==> src/rtl/clk_div_ctrl.sv <==
// rtl/clk_div_ctrl.sv - programmable clk_in/N divider with period-boundary divisor changes
// Optional rising-edge counter: CLK_DIV_CTRL_EDGE_CNT_EN
module clk_div_ctrl #(
    parameter int DIV_W       = 8,
    parameter int DEFAULT_DIV = 2,
    parameter int CNT_W       = 16
) (
    input  logic             clk_in,
    input  logic             rst,
    input  logic             en,
    input  logic             cfg_valid,
    input  logic [DIV_W-1:0] cfg_div,
    output logic             cfg_ready,
    output logic             clk_out,
    output logic             clk_en,
    output logic [DIV_W-1:0] cur_div,
    output logic             busy,
    output logic             cfg_err
`ifdef CLK_DIV_CTRL_EDGE_CNT_EN
    ,
    output logic [CNT_W-1:0] edge_cnt
`endif
);

    localparam logic [1:0] ST_IDLE = 2'd0;
    localparam logic [1:0] ST_RUN  = 2'd1;
    localparam logic [1:0] ST_PEND = 2'd2;

    localparam logic [DIV_W-1:0] DIV_RST = DIV_W'(DEFAULT_DIV);
    localparam logic [DIV_W-1:0] DIV_ONE = DIV_W'(1);
    localparam logic [DIV_W-1:0] DIV_MIN = DIV_W'(2);

    logic [1:0]       state_q, state_d;
    logic [DIV_W-1:0] cnt_q, cnt_d;
    logic             clk_out_q, clk_out_d;
    logic             clk_en_q, clk_en_d;
    logic [DIV_W-1:0] cur_div_q, cur_div_d;
    logic [DIV_W-1:0] pend_div_q, pend_div_d;
    logic             cfg_err_q, cfg_err_d;

    logic             cfg_ready_c;
    logic             cfg_acc;
    logic             cfg_good;
    logic             cfg_bad;
    logic [DIV_W-1:0] half;
    logic             wrap;
    logic [DIV_W-1:0] cnt_nxt;
    logic [DIV_W-1:0] start_div;

    always_comb begin
        cfg_ready_c = (state_q != ST_PEND);
        cfg_acc     = cfg_valid & cfg_ready_c;
        cfg_good    = cfg_acc & (cfg_div >= DIV_MIN);
        cfg_bad     = cfg_acc & (cfg_div < DIV_MIN);
        half        = cur_div_q >> 1;
        wrap        = (cnt_q == cur_div_q - DIV_ONE);
        cnt_nxt     = wrap ? '0 : cnt_q + DIV_ONE;
        start_div   = cfg_good ? cfg_div : cur_div_q;
    end

    always_comb begin
        state_d    = state_q;
        cnt_d      = cnt_q;
        clk_out_d  = clk_out_q;
        clk_en_d   = 1'b0;
        cur_div_d  = cur_div_q;
        pend_div_d = pend_div_q;
        cfg_err_d  = cfg_bad;

        case (state_q)
            ST_IDLE: begin
                cnt_d     = '0;
                clk_out_d = 1'b0;
                if (cfg_good) begin
                    cur_div_d  = cfg_div;
                    pend_div_d = cfg_div;
                end
                // Start one count short of the high phase so the first rise is two edges after en.
                if (en) begin
                    state_d = ST_RUN;
                    cnt_d   = (start_div >> 1) - DIV_ONE;
                end
            end
            ST_RUN: begin
                cnt_d     = cnt_nxt;
                clk_out_d = (cnt_nxt >= half);
                clk_en_d  = (cnt_nxt == half);
                if (wrap && !en) begin
                    state_d = ST_IDLE;
                    if (cfg_good) begin
                        cur_div_d  = cfg_div;
                        pend_div_d = cfg_div;
                    end
                end else if (cfg_good) begin
                    pend_div_d = cfg_div;
                    state_d    = ST_PEND;
                end
            end
            ST_PEND: begin
                cnt_d     = cnt_nxt;
                clk_out_d = (cnt_nxt >= half);
                clk_en_d  = (cnt_nxt == half);
                // cnt_nxt is already 0 at wrap, so the new divisor starts on a clean period.
                if (wrap) begin
                    cur_div_d = pend_div_q;
                    state_d   = en ? ST_RUN : ST_IDLE;
                end
            end
            default: begin
                state_d   = ST_IDLE;
                cnt_d     = '0;
                clk_out_d = 1'b0;
            end
        endcase
    end

    always_ff @(posedge clk_in or posedge rst) begin
        if (rst) begin
            state_q    <= ST_IDLE;
            cnt_q      <= '0;
            clk_out_q  <= 1'b0;
            clk_en_q   <= 1'b0;
            cur_div_q  <= DIV_RST;
            pend_div_q <= DIV_RST;
            cfg_err_q  <= 1'b0;
        end else begin
            state_q    <= state_d;
            cnt_q      <= cnt_d;
            clk_out_q  <= clk_out_d;
            clk_en_q   <= clk_en_d;
            cur_div_q  <= cur_div_d;
            pend_div_q <= pend_div_d;
            cfg_err_q  <= cfg_err_d;
        end
    end

    assign cfg_ready = cfg_ready_c;
    assign clk_out   = clk_out_q;
    assign clk_en    = clk_en_q;
    assign cur_div   = cur_div_q;
    assign busy      = (state_q != ST_IDLE);
    assign cfg_err   = cfg_err_q;

`ifdef CLK_DIV_CTRL_EDGE_CNT_EN
    logic [CNT_W-1:0] edge_cnt_q, edge_cnt_d;

    always_comb begin
        edge_cnt_d = edge_cnt_q;
        if (clk_en_d) begin
            edge_cnt_d = edge_cnt_q + CNT_W'(1);
        end
    end

    always_ff @(posedge clk_in or posedge rst) begin
        if (rst) begin
            edge_cnt_q <= '0;
        end else begin
            edge_cnt_q <= edge_cnt_d;
        end
    end

    assign edge_cnt = edge_cnt_q;
`endif

endmodule
==> config.mk <==
export PLATFORM = sky130hd
export DESIGN_NAME = clk_div_ctrl
export DESIGN_NICKNAME = d
export VERILOG_FILES = /design/src/rtl/clk_div_ctrl.sv
export SDC_FILE = /design/constraint.sdc
export NUM_CORES = 1
export LEC_CHECK = 0
export CAP_MARGIN = 5
export CORE_UTILIZATION = 60
export CTS_BUF_LIST = sky130_fd_sc_hd__clkbuf_8 sky130_fd_sc_hd__clkbuf_16
export DETAILED_ROUTE_END_ITERATION = 8
export PLACE_DENSITY = 0.84
export SLEW_MARGIN = 20
export SYNTH_ARGS = -nofsm -noshare
export SYNTH_HDL_FRONTEND = slang
export SYNTH_SLANG_ARGS = --single-unit
==> constraint.sdc <==
create_clock -name clk_in -period 5.5 [get_ports clk_in]
set_input_delay 0.55 -clock clk_in [delete_from_list [all_inputs] [get_ports clk_in]]
set_output_delay 0.55 -clock clk_in [all_outputs]
set_load 0.01 [all_outputs]
After elaboration in Yosys (flattened, before gate mapping)
Cells that the tools add are included.
{"block": "classes", "n_addsub": 3, "order_cmp": 3, "n_eq_ne": 9, "mux": 15, "n_bitwise": 3, "reduce_logical": 10}
{"operator": "2-to-1 mux 8 bit", "n": 5}
{"operator": "one-hot mux 8 bit (3 select lines)", "n": 1}
{"operator": "one-hot mux 8 bit (2 select lines)", "n": 1}
{"operator": "adder 8 x 1 -> 8 bit, second input constant", "n": 1}
{"operator": "equality test 8 x 7 -> 1 bit", "n": 1}
{"operator": "equality test 8 bit", "n": 1}
{"operator": "greater-or-equal comparator 8 x 2 -> 1 bit, second input constant", "n": 1}
{"operator": "greater-or-equal comparator 8 x 7 -> 1 bit", "n": 1}
{"operator": "< comparator 8 x 2 -> 1 bit, second input constant", "n": 1}
{"operator": "2-to-1 mux 2 bit", "n": 4}
{"operator": "inequality test 2 bit, second input constant", "n": 4}
{"operator": "subtractor 7 x 1 -> 8 bit, second input constant", "n": 1}
{"operator": "subtractor 8 x 1 -> 8 bit, second input constant", "n": 1}
{"operator": "one-hot mux 2 bit (3 select lines)", "n": 1}
{"operator": "AND reduction 3 bit", "n": 2}
{"operator": "OR reduction 2 bit", "n": 2}
{"operator": "AND 1 bit", "n": 3}
{"operator": "2-to-1 mux 1 bit", "n": 3}
{"operator": "inequality test 3 bit, second input constant", "n": 1}
{"operator": "nonzero test 3 bit", "n": 1}
{"operator": "equality test 2 x 1 -> 1 bit, second input constant", "n": 1}
{"operator": "equality test 2 bit, second input constant", "n": 1}
{"operator": "zero test 2 bit", "n": 1}
{"operator": "AND reduction 2 bit", "n": 1}
{"operator": "3 further kinds", "n": 3}
{"block": "word_totals", "reg_bits": 29, "inputBits": 12, "output_inout_bits": 13, "word_cells": 50}

Longest topological paths before layout
Gate-level depths: netlist of run 1.
{"block": "depth", "word_depth": 7, "ltp_mapped": 15, "ltp_nobuf": 14}

Least setup slack after synthesis of run 1
OpenSTA, ideal clock, no wires.
{"block": "synth_timing", "kind": "flip-flop to flip-flop", "from": "register cur_div_q[1] (netlist: cur_div[1])", "to": "register clk_out_q (netlist: clk_out)", "setup_time_ps": 122, "arrival_time_ps": 3224, "t_required_ps": 5378, "setup_slack_ps": 2154, "stages_incl_launch_ff": 16, "path_buffers": 1, "period_less_slack_ps": 3346, "path_cell_list": "dfstp_2 -> inv_1 -> ha_1 -> o21bai_1 -> a311o_1 -> and4_1 -> nor4_2 -> buf_2 -> nor2_1 -> ha_1 -> nor2b_1 -> o21ai_0 -> nand2b_1 -> a21oi_1 -> o221ai_1 -> o2bb2ai_1"}
{"block": "synth_between", "elab_chain_len": 5}
{"element": "start: declaration", "line": "37", "text": "logic [DIV_W-1:0] cur_div_q, cur_div_d;"}
{"element": "start signal: assignment", "line": "131", "text": "cur_div_q <= cur_div_d;"}
{"element": "subtractor 8 x 1 -> 8 bit", "line": "56", "text": "wrap = (cnt_q == cur_div_q - DIV_ONE);"}
{"element": "equality test 8 bit", "line": "56"}
{"element": "2-to-1 mux 8 bit", "line": "57", "text": "cnt_nxt = wrap ? '0 : cnt_q + DIV_ONE;"}
{"element": "greater-or-equal comparator 8 x 7 -> 1 bit (*)", "line": "86, 101"}
{"element": "2-to-1 mux 1 bit (*)"}
{"element": "via clk_out_d", "line": "35", "text": "logic clk_out_q, clk_out_d;"}
{"element": "end signal: assignment", "line": "129", "text": "clk_out_q <= clk_out_d;"}
{"element": "end: declaration", "line": "35"}
Mark *: on every way through the listed nets, which the timed path passes. The rest lies on a longest branch.
A chain may end at the register's enable or synchronous reset.

Worst setup path after layout of run 1
Ends and elaborated chain as after synthesis.

==> impl_metrics.toml, run 1 <==
[clock_tree]
clk_pin_slew_ns = 0.07
root_buffer = "clkbuf_8"
holdBufCountCts = 0
cts_resized = 0
cts_setup_buffers = 0
htree_levels = 2
clk_latency_ns = 0.29
cts.path.max_buffers = 2
cts.sinks = 29
cts_buffers = 5
cts_tree = "yes"

[timing]
whs_ns = 0.5149
final_hold_viol_count = 0
rsz0062_at_grt = "no"
max_slew_margin_pct = 28.67
fin_crit_ns = 4.125
worst_pin_slew_ns = 1.061
max_freq_mhz = 242.4
setup_viol_count_final = 0
period_share_pct = 75.01
drv_slew = 0
fin_ws_ns = 1.375
finalClockSkew_ns = 0.008882
setup_tns_ns = 0

[floorplanning]
die_h_microns = 64.75
die_w_microns = 64.75
coreArea_sq_um = 3716
start_util_pct = 63.57
ios = 25
dieArea_sq_um = 4192
rows = 22

[worst_setup_path]
path_common_cell = "ha_1"
cp.arrival_ns = 4.30
cp-start-kind = "register"
crit_slowest_cell = "nor4_2"
crit_buf_inv = 1
end_kind = "register"
worstPathCellList = "inv_1 > ha_1 > nor4b_1 > nand4b_1 > and4_1 > nor4_2 > nor2_1 > ha_1 > nor2b_1 > o21ai_0 > nand2b_1 > a21oi_1 > o221ai_1 > o2bb2ai_1"
required_ns = 5.67
crit_fanout = 12
slowest_delay_ns = 0.95
cp_top_family = "simple AND/OR/NAND/NOR gates"
path_class = "reg2reg"

[logic_synthesis]
synthCells = 248
netlist_area_sq_um = 2362
synth_ff_type = "dfrtp_1"
synth_edf_count = 0
ys_async_sr_fraction_pct = 100.0
syn_nets = 275
synth-seq-area-share_pct = 30.83
ys_types = 62
ys_ff_latch = 29
yosys_warnings = 0
avgSynthCellArea_sq_um = 9.525

[placed_design]
io_buffers = 24
gp_congestion = 0.9092
placed_area_sq_um = 2634
dp_hpwl_microns = 4645
pre_cts_ws_ns = 1.529

[route]
drc = 0
drtIter0Drc = 204
vias = 2061
wl_per_cell_microns = 19.23
routed_wl_microns = 6172
via_per_inst = 6.421
drtPass1Iterations = 5
ant_nets = 0

[outcome]
status = "finished clean"

[global_route]
grt.total_usage_pct = 33.01
grt_overflow = 0
grt_pass1_wl_microns = 10290
antenna_found_initial = 0
grt_max_degree = 30
grt_pass1_vias = 2071

[layout]
fin_area_sq_um = 2716
seq_area_sq_um = 728.2
drive_gt1_share_pct = 12.82
final_nets = 299
n_antenna_cell = 0
multi_input_area_sq_um = 1538
area_growth_pct = 14.99
fillCellCount = 285

[flow_run]
drv_cap = 0

[power_and_ir_drop]
power_density_nw_per_um2 = 654.7
leakage_nw = 1.209
ir_drop_uv = 383.4

[worst_hold_path]
min_path_type = "reg2reg"
-- Yosys cell counts, drive strengths merged, types with 2 or more instances --
cell | number | area (sq um)
nor4b | 4 | 41.29
xor2 | 7 | 61.31
o32ai | 2 | 17.52
nand2b | 5 | 31.28
clkbuf | 3 | 11.26
mux2 | 10 | 116.4
o211ai | 2 | 20.02
nand3 | 8 | 40.04
dfrtp | 27 | 675.7
nor4 | 5 | 65.07
buf | 5 | 25.02
o21ai | 4 | 20.01
and4 | 2 | 17.52
dfstp | 2 | 52.55
ha | 15 | 187.7
a22oi | 4 | 43.79
a31oi | 2 | 12.51
nand2 | 11 | 43.80
o22ai | 5 | 31.28
nand4b | 2 | 17.52
a21oi | 14 | 73.82
nor2 | 26 | 97.59
a211oi | 2 | 15.01
or2 | 2 | 12.52
xnor2 | 11 | 96.34
nand3b | 2 | 15.01
o221ai | 2 | 17.52
or3 | 3 | 23.77
a21o | 3 | 22.52
inv | 16 | 60.06
a32o | 2 | 20.02
nand4 | 2 | 12.51
nor2b | 10 | 62.56
o41ai | 2 | 55.05
mux2i | 10 | 100.1
-- report_power, final --
group / leakage, nW / total [mW] / switching [mW] / internal [mW]
clock network: 0.0491 / 0.169 / 0.0831 / 0.0856
registers: 0.358 / 0.455 / 0.140 / 0.315
logic: 0.802 / 1.15 / 0.638 / 0.517
total: 1.21 / 1.78 / 0.861 / 0.918
-- cells in the final DEF (no fill, tap or decap), types with 3 or more instances in the layout --
cell type and instances:
a21o_1 3, a21oi_1 13, a22oi_1 3, clkbuf_8 5
clkdlybuf4s50_1 24, dfrtp_1 27, ha_1 15, inv_1 17
mux2_2 9, mux2i_1 10, nand2_1 10, nand2b_1 5
nand3_1 8, nor2_1 26, nor2b_1 10, nor4_2 3
nor4b_1 3, o21ai_0 3, o22ai_1 5, xnor2_1 11
xor2_1 7
-- state kept, by name (all words and copies together), names as in the netlist --
| register | flops |
|---|---|
| state_q | 2 |
| pend_div_q | 8 |
| cnt_q | 8 |
| cfg_err | 1 |
| clk_out | 1 |
| cur_div | 8 |
| clk_en | 1 |
-- cell type report --
| class | instances | area share, % |
|---|---|---|
| Multi-Input combinational cell | 195 | 56.61 |
| Sequential cell | 29 | 26.81 |
| Timing Repair Buffer | 25 | 9.120 |
| Clock buffer | 5 | 2.533 |
| Inverter | 16 | 2.211 |
| Tap cell | 48 | 2.211 |
| Clock inverter | 3 | 0.5067 |
-- final timing paths --
check	startpoint	to	slack, ns	cells after the start
max in group asynchronous	rst	cur_div[1]$_DFFE_PP1P_	4.54	3
hold / removal	pend_div_q[5]$_DFFE_PP0P_	pend_div_q[5]$_DFFE_PP0P_	0.51	1
setup / recovery	cur_div[1]$_DFFE_PP1P_	clk_out$_DFF_PP0_	1.37	14
min in group asynchronous	rst	cur_div[2]$_DFFE_PP0P_	0.64	3
hold reg to reg	pend_div_q[5]$_DFFE_PP0P_	pend_div_q[5]$_DFFE_PP0P_	0.51	1
setup reg to reg	cur_div[1]$_DFFE_PP1P_	clk_out$_DFF_PP0_	1.37	14
-- worst register-to-register path, cell delays in order (launching register included) --
cell	delay (ns)
dfstp_2	0.61
inv_1	0.10
ha_1	0.25
nor4b_1	0.38
nand4b_1	0.16
and4_1	0.30
nor4_2	0.95
nor2_1	0.12
ha_1	0.33
nor2b_1	0.13
o21ai_0	0.14
nand2b_1	0.07
a21oi_1	0.17
o221ai_1	0.12
o2bb2ai_1	0.17
-- cells by family after synthesis --
kind of cell | Yosys count | synth area share (%)
and+or+nand+nor | 87 | 21.93
DFF | 29 | 30.83
xor gates and xnor gates | 18 | 6.674
AOI/OAI and AO/OA | 55 | 19.39
adders and majority gates | 15 | 7.945
muxes | 20 | 9.163
buffers and inverters | 24 | 4.078
-- per-layer routing --
layer | global-route usage (%) | part of all wire, % | wire length, microns | vias up
met2 | 54.04 | 49 | 3014 | 91
li1 | - | - | - | 957
met4 | 13.33 | 1.9 | 119 | 0
met5 | 0 | 0 | 0 | -
met1 | 43.46 | 44 | 2705 | 1002
met3 | 4.754 | 5.4 | 333 | 11
-- stage by stage --
stage	power (mW)	cells	utilization, %
2_1_floorplan	1.275	248	-
3_5_place_dp	1.581	313	70.88
4_1_cts	1.757	321	73.10
6_report	1.779	321	73.10
3_3_place_gp	1.537	313	70.88
5_1_grt	1.898	321	73.10
Power figures use the tool's default switching activity.
==> run 2, diff against run 1 <==
--- a/config.mk
+++ b/config.mk
@@ -6,10 +6,10 @@
 export NUM_CORES = 1
 export LEC_CHECK = 0
 export CAP_MARGIN = 5
-export CORE_UTILIZATION = 60
+export CORE_UTILIZATION = 57
 export CTS_BUF_LIST = sky130_fd_sc_hd__clkbuf_8 sky130_fd_sc_hd__clkbuf_16
 export DETAILED_ROUTE_END_ITERATION = 8
-export PLACE_DENSITY = 0.84
+export PLACE_DENSITY = 0.8
 export SLEW_MARGIN = 20
 export SYNTH_ARGS = -nofsm -noshare
 export SYNTH_HDL_FRONTEND = slang
==> constraint.sdc (replaced) <==
create_clock -name clk_in -period 4 [get_ports clk_in]
set_input_delay 0.4 -clock clk_in [delete_from_list [all_inputs] [get_ports clk_in]]
set_output_delay 0.4 -clock clk_in [all_outputs]
set_load 0.01 [all_outputs]
==> run 2 against run 1 <==
Net effect:
- utilization down 3.8 points
- clock power up 79%
- hold slack worse by 0.048 ns
- global-route usage down 1.4 points
- clock skew up 0.0023 ns
- cell count up 1.9%
- maximum frequency up 12%
- worst setup slack worse by 1.1 ns
- sequential power up 34%
- sequential share of layout area down 0.56 points
- critical path depth up 1
- critical endpoint unchanged
- largest power group unchanged
- highest routed layer unchanged
==> impl_metrics.toml, run 2 (synthesized netlist as in run 1, its figures left out) <==
[floorplanning]
rows = 23
start_util_pct = 59.06
ios = 25
coreArea_sq_um = 4000
dieArea_sq_um = 4406
die_w_microns = 66.38
die_h_microns = 66.38

[clock_tree]
cts_resized = 0
cts_tree = "yes"
clk_latency_ns = 0.29
root_buffer = "clkbuf_8"
cts.sinks = 29
cts.path.max_buffers = 2
cts_buffers = 5
clk_pin_slew_ns = 0.07
holdBufCountCts = 0
cts_setup_buffers = 0
htree_levels = 2

[layout]
final_common_cell = "dfrtp_1"
n_antenna_cell = 0
final_nets = 303
area_growth_pct = 17.43
drive_gt1_share_pct = 14.08
final_cell_mix = "dfrtp_1, nor2_1, clkdlybuf4s50_1"

[timing]
fin_crit_ns = 3.679
period_share_pct = 91.97
worst_pin_slew_ns = 0.6136
rsz0062_at_grt = "no"
fin_ws_ns = 0.3213
setup_viol_count_final = 0
setup_tns_ns = 0
finalClockSkew_ns = 0.01118
max_freq_mhz = 271.8
drv_slew = 0
final_hold_viol_count = 0
max_slew_margin_pct = 58.71

[global_route]
grt_max_degree = 16
antenna_found_initial = 0
use_met2_pct = 49.49
grt.total_usage_pct = 31.65
use_met3_pct = 8.448
top_usage_layer = "met2"
grt_pass1_vias = 2030
grt_overflow = 0
grtUsageMet1_pct = 41.10
grt_pass1_wl_microns = 10070

[route]
routed_wl_microns = 5903
ant_nets = 0
drtIter0Drc = 131
via_per_inst = 6.232
vias = 2038
drc = 0
wl_per_cell_microns = 18.05
drtPass1Iterations = 4

[worst_setup_path]
reg2regPathDepth = 15
crit_buf_inv = 2
r2r_slack_ns = 0.32
slowest_delay_ns = 0.62
end_kind = "register"
timing.rr.end = "clk_out$_DFF_PP0_"
cp_top_family = "simple AND/OR/NAND/NOR gates"
crit_slowest_cell = "dfstp_2"
r2r-start = "cur_div[1]$_DFFE_PP1P_"
cp-start-kind = "register"
crit_fanout = 9
path_common_cell = "ha_1"
cp.arrival_ns = 3.85
worstPathCellList = "inv_1 > ha_1 > o21bai_1 > a311o_1 > and4_1 > nor4_2 > buf_4 > or2_1 > ha_1 > nor2b_1 > o21ai_0 > nand2b_1 > a21oi_1 > o221ai_1 > o2bb2ai_1"
path_class = "reg2reg"
worstSetupPathDepth = 15
required_ns = 4.17

[flow_run]
drv_cap = 0

[placed_design]
io_buffers = 24
pre_cts_ws_ns = 0.3569
dp_hpwl_microns = 4613
gp_congestion = 0.8850

[worst_hold_path]
min_path_type = "in2async"

[power_and_ir_drop]
power_density_nw_per_um2 = 904.7
leakage_nw = 1.240
ir_drop_uv = 474.4

[outcome]
status = "finished clean"
## run 2: changes by cell type in the layout (fill, tap and decap cells not counted)
cell / previous run / this run
buf_4: 1 / 5
clkinv_2: 2 / 1
bufinv_16: 0 / 1
## run 2: where the power goes
part           internal, mW  switching [mW]
Sequential            0.433           0.177
Combinational         0.723           0.874
Clock                 0.182           0.119
## run 2: worst max-delay path by stage
stage	from	endpoint
after CTS	cur_div[1]$_DFFE_PP1P_	clk_out$_DFF_PP0_
after floorplan	cur_div[1]$_DFFE_PP1P_	clk_out$_DFF_PP0_
after global placement	cur_div[1]$_DFFE_PP1P_	clk_out$_DFF_PP0_
after global routing	cur_div[1]$_DFFE_PP1P_	clk_out$_DFF_PP0_
after detailed placement	cur_div[1]$_DFFE_PP1P_	clk_out$_DFF_PP0_
final	cur_div[1]$_DFFE_PP1P_	clk_out$_DFF_PP0_
## run 2: worst reg2reg max path, stage by stage, from the launching register on
cell       delay, ns
dfstp_2         0.62
inv_1           0.10
ha_1            0.25
o21bai_1        0.18
a311o_1         0.34
and4_1          0.30
nor4_2          0.59
buf_4           0.25
or2_1           0.10
ha_1            0.14
nor2b_1         0.04
o21ai_0         0.16
nand2b_1        0.08
a21oi_1         0.15
o221ai_1        0.12
o2bb2ai_1       0.14
## run 2: final cells by class
cell class	instances	area [sq um]
Sequential cell	29	728.2
Clock inverter	3	38.79
Tap cell	50	62.56
Fill cell	312	1226
Multi-Input combinational cell	195	1538
Inverter	16	60.06
Clock buffer	5	68.82
Timing Repair Buffer	29	277.8
## run 2: metrics by stage
step	power, mW	std cells	util [%]	hold WS [ns]	instance area [sq um]
2_1_floorplan	1.754	248	-	0.4730	2362
3_3_place_gp	2.146	319	66.66	0.4921	2666
3_5_place_dp	2.187	319	66.66	0.4966	2666
4_1_cts	2.499	327	69.35	0.4954	2774
5_1_grt	2.700	327	69.35	0.5368	2774
6_report	2.510	327	69.35	0.4673	2774
## run 2: per-layer routing
layer / share of wire, % / wire [microns] / up-vias
met3: 5.3 / 314 / 13
met1: 44 / 2598 / 999
met2: 49 / 2864 / 60
met4: 2.1 / 125 / 0
li1: - / - / 966
met5: 0 / 0 / -
